<file path="config.mk">
export PLATFORM = sky130hd
export DESIGN_NAME = fp_mul_seq
export DESIGN_NICKNAME = d
export VERILOG_FILES = /design/src/rtl/fp_mul_pkg.sv /design/src/rtl/fp_flag_map.sv /design/src/rtl/fp_mul_seq.sv
export SDC_FILE = /design/constraint.sdc
export NUM_CORES = 1
export LEC_CHECK = 0
export ABC_AREA = 1
export CORE_MARGIN = 8
export CORE_UTILIZATION = 43
export DETAILED_ROUTE_END_ITERATION = 10
export GPL_TIMING_DRIVEN = 0
export PLACE_DENSITY = 0.87
export SKIP_LAST_GASP = 1
export SYNTH_ARGS = -nofsm -noshare
export SYNTH_HDL_FRONTEND = slang
export SYNTH_HIERARCHICAL = 1
export SYNTH_SLANG_ARGS = --single-unit
</file>
<file path="constraint.sdc">
create_clock -name clk -period 1.8 [get_ports clk]
set_clock_uncertainty 0.05 [all_clocks]
set_input_delay 0.45 -clock clk [delete_from_list [all_inputs] [get_ports clk]]
set_output_delay 0.45 -clock clk [all_outputs]
set_load 0.01 [all_outputs]
</file>
<file path="src/rtl/fp_mul_pkg.sv">
// Shared definitions for the sequential FP32 multiply wrapper.
//   state_t  : wrapper FSM states (IDLE -> EXEC -> WB -> IDLE)
//   FP_QNAN  : canonical quiet NaN produced by the multiplier core
//   OVF/ZERO/NEG : bit positions inside the core's mul_flags bus
//   is_nan() : true for any FP32 NaN encoding
package fp_mul_pkg;

    typedef enum logic [1:0] {
        IDLE = 2'd0,
        EXEC = 2'd1,
        WB   = 2'd2
    } state_t;

    localparam logic [31:0] FP_QNAN = 32'h7FC0_0000;

    localparam int OVF  = 3;
    localparam int ZERO = 2;
    localparam int NEG  = 0;

    function automatic logic is_nan(input logic [31:0] value);
        return (value[30:23] == 8'hFF) && (value[22:0] != 23'd0);
    endfunction

endpackage

</file>
<file path="src/rtl/fp_flag_map.sv">
// Combinational mapping of a captured multiplier result/flags pair onto the
// architectural flag value and the exception events it raises.
//   res        in  32 : captured product
//   flags      in   4 : captured core flags ([3] ovf, [2] zero/NaN, [0] neg)
//   nzcv       out  4 : {N,Z,C,V} candidate value (C is always 0)
//   sticky_evt out  3 : {invalid, overflow, zero} events for this result
module fp_flag_map
    import fp_mul_pkg::*;
(
    input  logic [31:0] res,
    input  logic [3:0]  flags,
    output logic [3:0]  nzcv,
    output logic [2:0]  sticky_evt
);

    // flags[1] carries no meaning from the core; tie it off explicitly.
    logic flags_unused;
    assign flags_unused = flags[1];

    always_comb begin
        nzcv          = {flags[NEG], flags[ZERO], 1'b0, flags[OVF]};
        sticky_evt[2] = (res == FP_QNAN);
        sticky_evt[1] = flags[OVF];
        // The core reports NaN on the same flag as zero; only a real zero counts.
        sticky_evt[0] = flags[ZERO] && !is_nan(res);
    end

endmodule

</file>
<file path="src/rtl/fp_mul_seq.sv">
// Sequential wrapper around an external FP32 multiplier core.
// A request is accepted in IDLE, its operands are presented to the core for
// MUL_LAT cycles, the product is captured and offered on the writeback port
// until accepted; the handshake then updates NZCV (optionally) and the
// sticky exception bits.
//   clk, reset_n                 : clock, async active-low reset
//   req_valid/req_ready          : request handshake
//   req_a, req_b, req_rd, req_setflags : operands, destination, flag update
//   mul_a, mul_b / mul_res, mul_flags  : connection to the multiplier core
//   wb_valid/wb_ready, wb_data, wb_rd  : writeback handshake and payload
//   nzcv, sticky, sticky_clr     : architectural flags, sticky exceptions
//   busy                         : not IDLE
module fp_mul_seq
    import fp_mul_pkg::*;
#(
    parameter int unsigned MUL_LAT = 1
) (
    input  logic        clk,
    input  logic        reset_n,
    input  logic        req_valid,
    output logic        req_ready,
    input  logic [31:0] req_a,
    input  logic [31:0] req_b,
    input  logic [3:0]  req_rd,
    input  logic        req_setflags,
    output logic [31:0] mul_a,
    output logic [31:0] mul_b,
    input  logic [31:0] mul_res,
    input  logic [3:0]  mul_flags,
    output logic        wb_valid,
    input  logic        wb_ready,
    output logic [31:0] wb_data,
    output logic [3:0]  wb_rd,
    output logic [3:0]  nzcv,
    output logic [2:0]  sticky,
    input  logic        sticky_clr,
    output logic        busy
);

    // Counter is loaded with MUL_LAT-1 so that EXEC lasts exactly MUL_LAT cycles.
    localparam logic [3:0] LAT_LOAD = 4'(MUL_LAT - 1);

    state_t      state_reg, state_next;
    logic [3:0]  cnt_reg;
    logic [31:0] mul_a_reg, mul_b_reg;
    logic [3:0]  rd_reg;
    logic        setflags_reg;
    logic [31:0] wb_data_reg;
    logic [3:0]  wb_rd_reg;
    logic [3:0]  flags_reg;
    logic [3:0]  nzcv_reg;
    logic [2:0]  sticky_reg, sticky_next;

    logic        accept;
    logic        exec_done;
    logic        wb_fire;
    logic [3:0]  map_nzcv;
    logic [2:0]  map_evt;
    logic [2:0]  set_evt;

    fp_flag_map u_flag_map (
        .res        (wb_data_reg),
        .flags      (flags_reg),
        .nzcv       (map_nzcv),
        .sticky_evt (map_evt)
    );

    always_ff @(posedge clk or negedge reset_n) begin
        if (!reset_n) begin
            state_reg <= IDLE;
        end else begin
            state_reg <= state_next;
        end
    end

    always_comb begin
        state_next = state_reg;
        req_ready  = 1'b0;
        busy       = 1'b1;
        wb_valid   = 1'b0;
        accept     = 1'b0;
        exec_done  = 1'b0;
        wb_fire    = 1'b0;
        unique case (state_reg)
            IDLE: begin
                req_ready = 1'b1;
                busy      = 1'b0;
                accept    = req_valid;
                if (req_valid) begin
                    state_next = EXEC;
                end
            end
            EXEC: begin
                exec_done = (cnt_reg == 4'd0);
                if (exec_done) begin
                    state_next = WB;
                end
            end
            WB: begin
                wb_valid = 1'b1;
                wb_fire  = wb_ready;
                if (wb_ready) begin
                    state_next = IDLE;
                end
            end
            default: begin
                state_next = IDLE;
            end
        endcase
    end

    // A clear and a set in the same cycle: the set bits survive, the rest clear.
    always_comb begin
        set_evt     = wb_fire ? map_evt : 3'b000;
        sticky_next = sticky_clr ? set_evt : (sticky_reg | set_evt);
    end

    always_ff @(posedge clk or negedge reset_n) begin
        if (!reset_n) begin
            cnt_reg      <= 4'd0;
            mul_a_reg    <= 32'd0;
            mul_b_reg    <= 32'd0;
            rd_reg       <= 4'd0;
            setflags_reg <= 1'b0;
            wb_data_reg  <= 32'd0;
            wb_rd_reg    <= 4'd0;
            flags_reg    <= 4'd0;
            nzcv_reg     <= 4'd0;
            sticky_reg   <= 3'd0;
        end else begin
            if (accept) begin
                mul_a_reg    <= req_a;
                mul_b_reg    <= req_b;
                rd_reg       <= req_rd;
                setflags_reg <= req_setflags;
                cnt_reg      <= LAT_LOAD;
            end else if (state_reg == EXEC && !exec_done) begin
                cnt_reg <= cnt_reg - 4'd1;
            end

            // Capture at the edge that ends the last EXEC cycle.
            if (exec_done) begin
                wb_data_reg <= mul_res;
                flags_reg   <= mul_flags;
                wb_rd_reg   <= rd_reg;
            end

            if (wb_fire && setflags_reg) begin
                nzcv_reg <= map_nzcv;
            end

            sticky_reg <= sticky_next;
        end
    end

    assign mul_a   = mul_a_reg;
    assign mul_b   = mul_b_reg;
    assign wb_data = wb_data_reg;
    assign wb_rd   = wb_rd_reg;
    assign nzcv    = nzcv_reg;
    assign sticky  = sticky_reg;

endmodule

</file>
======== Word level (Yosys, flattened, before mapping) ========
Index checks and enable logic that the tools add are counted.
word-level totals
  word-level logic and storage cells ...... 45
  memories kept ........................... 0
  bits in registers ....................... 121
  latch bits .............................. 0
  bits in writable memories ............... 0
  memory bits (read-only) ................. 0
cells by class
  divide/modulo/power cells ............... 0
  bitwise gates (word level) .............. 1
  shifts and indexed selects .............. 0
  $mul .................................... 0
  order comparisons ....................... 0
  multiplexer cells ....................... 14
  eq/ne operators ......................... 7
  reduce and logical (&&, ||, !) cells .... 11
  $add $sub $neg .......................... 1
operators by type and width
  kind                  count
  $eq 32x31->1 const B  1
  $reduce_bool 23->1    1
  $eq 8x8->1 const B    1
  $mux 4                2
  $mux 1                6
  $mux 2                3
  $mux 3                2
  $ne 2x2->1 const B    3
  $pmux 2 s3            1
  $logic_and 1x1->1     4
  $logic_not 4->1       1
  $sub 4x1->4 const B   1
  $or 3x3->3            1
  $reduce_and 3->1      1
  $eq 2x1->1 const B    1
  $eq 2x2->1 const B    1
  $logic_not 1->1       2
  $logic_not 2->1       1
  $reduce_bool 2->1     1

======== Longest topological paths before layout ========
  word-level depth ........................ 7
  mapped depth ............................ 7

======== Modules after synthesis ========
The synthesis kept the hierarchy.
by module, submodules not included
  module       instances  cells an instance  area an instance (um^2)
  fp_mul_seq   1          534                5094.9
  fp_flag_map  1          37                 183.9

======== Worst setup path after synthesis ========
Ideal clock, no wire load.
  kind .................................... register -> output
  start point ............................. register state_reg[0]
  end point ............................... output busy
  arrival time ............................ 880 ps
  path buffers ............................ 1
  cell stages (with the launch flop) ...... 4
  slack ................................... 420 ps
  cells stage by stage .................... dfrtp_1 > nor2_4 > buf_2 > inv_1
between the ends
  cells in the longest elaborated chain, start to end .. 2
RTL lines
  item                      RTL line          RTL
  start: declaration        fp_mul_seq.sv:43  state_t state_reg, state_next;
  start signal: assignment  fp_mul_seq.sv:72  state_reg <= state_next;
  $logic_not 2->1           fp_mul_seq.sv:84  unique case (state_reg)
  $mux 1                    fp_mul_seq.sv:84
  end: declaration          fp_mul_seq.sv:37  output logic busy
No other way between the ends.

======== Worst setup path in the final report ========
Ends and elaborated chain as after synthesis.

==> PnR_summary.wiki <==
{| class="wikitable"
! Metric !! Value
|-
| Status || complete, no violations
|-
| Number of standard-cell rows in the floorplan || 40
|-
| Largest incremental delay on the critical path || 0.44 ns
|-
| M2 GR Usage || 32.83%
|-
| Total of endpoints with negative setup slack in the final report || 0
|-
| Arrival time worst endpoint || 1.21 ns
|-
| Final period utilization || 95.14%
|-
| Top delay family on crit path || flip-flops
|-
| Reg-to-reg setup timing slack || 0.35 ns
|-
| WL per Instance || 16.13 µm
|-
| Clock insertion delay at the later pin of the skew report || 0.41 ns
|-
| Number of top-level pins || 220
|-
| Gate count of the mapped netlist || 567
|-
| Post-route setup TNS || 0 ns
|-
| Highest achievable clock rate || 583.9 MHz
|-
| Element type at the critical path end || primary output
|-
| Maximum number of pins on one net before global-route repair || 64
|-
| Inserted Diodes || 0
|-
| Utilization of the core after routing || 68.77%
|-
| Die footprint || 15970 µm²
|-
| Vias per inst || 4.804
|-
| Setup repair after global routing missed its margin || no
|-
| Share of final-layout standard cells stronger than drive strength 1 || 15.92%
|-
| Via count || 4660
|-
| Final Net Count || 922
|-
| Longest Clk Path Bufs || 2
|-
| Terminating pin of the worst hold path || mul_a[14]
|-
| Sum of overflow across all layers after global routing || 0
|-
| Highest fanout seen on the critical path || 4
|-
| Final-report max-slew violation count || 0
|-
| Crit Path Class || flip-flop to primary output
|-
| Crit path buffers/inverters || 2
|-
| First-pass GRT wire length || 25470 µm
|-
| Post-detailed-routing wire length || 15650 µm
|-
| Floorplan core area || 11960 µm²
|-
| Source of the worst register-to-register timing path || cnt_reg[0]
|-
| Clock input transition at the sequential cells of the worst setup and hold paths || 0.05 ns
|-
| Routing layer with the top usage in global route || met2
|-
| Fraction of met1 tracks used by global routing || 22.79%
|-
| Die boundary height || 126.4 µm
|-
| DRT Pass-1 Iters || 5
|-
| Antenna violations before repair || 1
|-
| Syn. warnings || 6
|-
| H-tree depth || 4
|-
| CP Data Required Time || 1.30 ns
|-
| Per-instance average area after synthesis || 9.237 µm²
|-
| Buffer type at the clock tree root || clkbuf_16
|-
| Max VDD drop || 0.9025 mV
|-
| Cts bufs inserted || 17
|-
| Layout filler cell count || 958
|-
| Met3 Usage GRT || 10.43%
|-
| Clock tree sinks || 121
|-
| Total placed instance area || 7632 µm²
|-
| Max-Slew Margin vs Limit || 62.19%
|-
| Final critical-path required period || 1.713 ns
|-
| Residual DRC count || 0
|-
| Starting density of the core || 43.79%
|-
| Worst Min Path Start || mul_a[14]
|-
| Least-Margin Pin Slew || 0.5671 ns
|-
| Count of maximum capacitance violations || 0
|-
| Final weighted congestion of routability-driven global placement || 0.7910
|-
| Net count of the mapped netlist || 679
|-
| Initial detailed-routing violation count || 274
|-
| Depth of the most critical reg-to-reg path || 6
|-
| Power per standard cell area || 1785 nW/µm²
|-
| Design area || 8225 µm²
|-
| Via count of the first global-routing pass || 4886
|-
| Area added between synthesis and finish || 57.05%
|-
| Netlist area before placement || 5238 µm²
|-
| Number of nets with antenna violations after routing || 0
|-
| Half-perimeter wire length after detailed placement || 11510 µm
|-
| Die W || 126.4 µm
|-
| Number of I/O port buffers || 218
|-
| Library cell contributing the largest single delay on the critical path || dfrtp_2
|-
| End of the worst register-to-register path || wb_data[22]
|-
| Hold Crit Depth || 2
|-
| Total Routing Usage GR || 20.39%
|-
| Path type of the worst min-delay path || flip-flop to flip-flop
|-
| Type of origin of the critical path || flip-flop
|-
| Hold violation total from the final report || 0
|-
| TritonCTS clock tree || done
|-
| Cell breakdown of the critical path || nor2_4 > inv_1 > buf_2
|-
| Leakage power summed over all cells || 4.346 nW
|}
[placed cells by master, fill, tap and decap left out, drive strengths merged]
master         instances
nand2                197
nor2                  26
dlygate4sd2          107
clkinv                 4
clkbuf                22
buf                   43
a21oi                  6
ha                     2
xor2                   1
o31ai                  1
dfrtp                121
clkdlybuf4s50        107
nand3                 72
nor3b                  1
bufinv                 6
nand4                  3
conb                   1
o21ai                 48
clkinvlp               1
inv                   53
dlygate4sd3            1
[power by group]
| part | total (mW) | internal, mW | switching (mW) |
|---|---|---|---|
| clock | 3.95 | 2.74 | 1.21 |
| sequential | 4.77 | 4.01 | 0.757 |
| combinational | 5.96 | 2.67 | 3.29 |
| total | 14.7 | 9.42 | 5.26 |
[per-stage QoR]
step | std cells | setup WS [ns] | total power, mW | hold slack [ns]
3_5_place_dp | 933 | -0.2045 | 11.57 | 0.4076
2_1_floorplan | 567 | 0.4202 | 8.066 | 0.1044
3_3_place_gp | 932 | -4.520 | 11.40 | 0.4024
4_1_cts | 971 | -0.08972 | 14.87 | 0.4163
6_report | 970 | 0.08748 | 14.68 | 0.4108
5_1_grt | 970 | 0.03847 | 15.71 | 0.4305
[worst max path at each step]
stage                             from        end  cells after the start
after CTS                 state_reg[0]  req_ready                      3
after detailed placement  state_reg[0]  req_ready                      3
after global placement         reset_n  mul_a[25]                      1
after global routing      state_reg[0]       busy                      3
after floorplan           state_reg[0]       busy                      3
final                     state_reg[0]       busy                      3
[area by class of cell]
class / count / area [µm²] / area share [%]
Clock inverter: 11 / 215.2 / 2.616
Clock buffer: 21 / 480.5 / 5.841
Sequential cell: 121 / 3029 / 36.83
Multi-Input combinational cell: 358 / 1745 / 21.22
Tap cell: 147 / 183.9 / 2.236
Buffer: 34 / 262.8 / 3.194
Inverter: 53 / 198.9 / 2.419
Timing Repair Buffer: 225 / 2110 / 25.65
[worst min-delay path: stages (launching register included)]
cell and delay, ns:
dfrtp_1 0.33, nand2_1 0.05, nand2_1 0.04
[timing repair]
item                                    CTS  global route
resized for setup                       118             4
hold buffers                              1             0
endpoints found under the hold margin    58             0
setup buffers                             5             0
cloned                                    0             0
pin swaps                                 1             1
endpoints found under the setup margin  110             3
[layer usage]
layer  part of all wire (%)  vias up
met5                  0.083        -
met4                    1.4        2
met3                     11       18
met2                     48      181
met1                     40     2191
li1                       -     2268
Note: power is estimated with default switching activity, not from simulation.
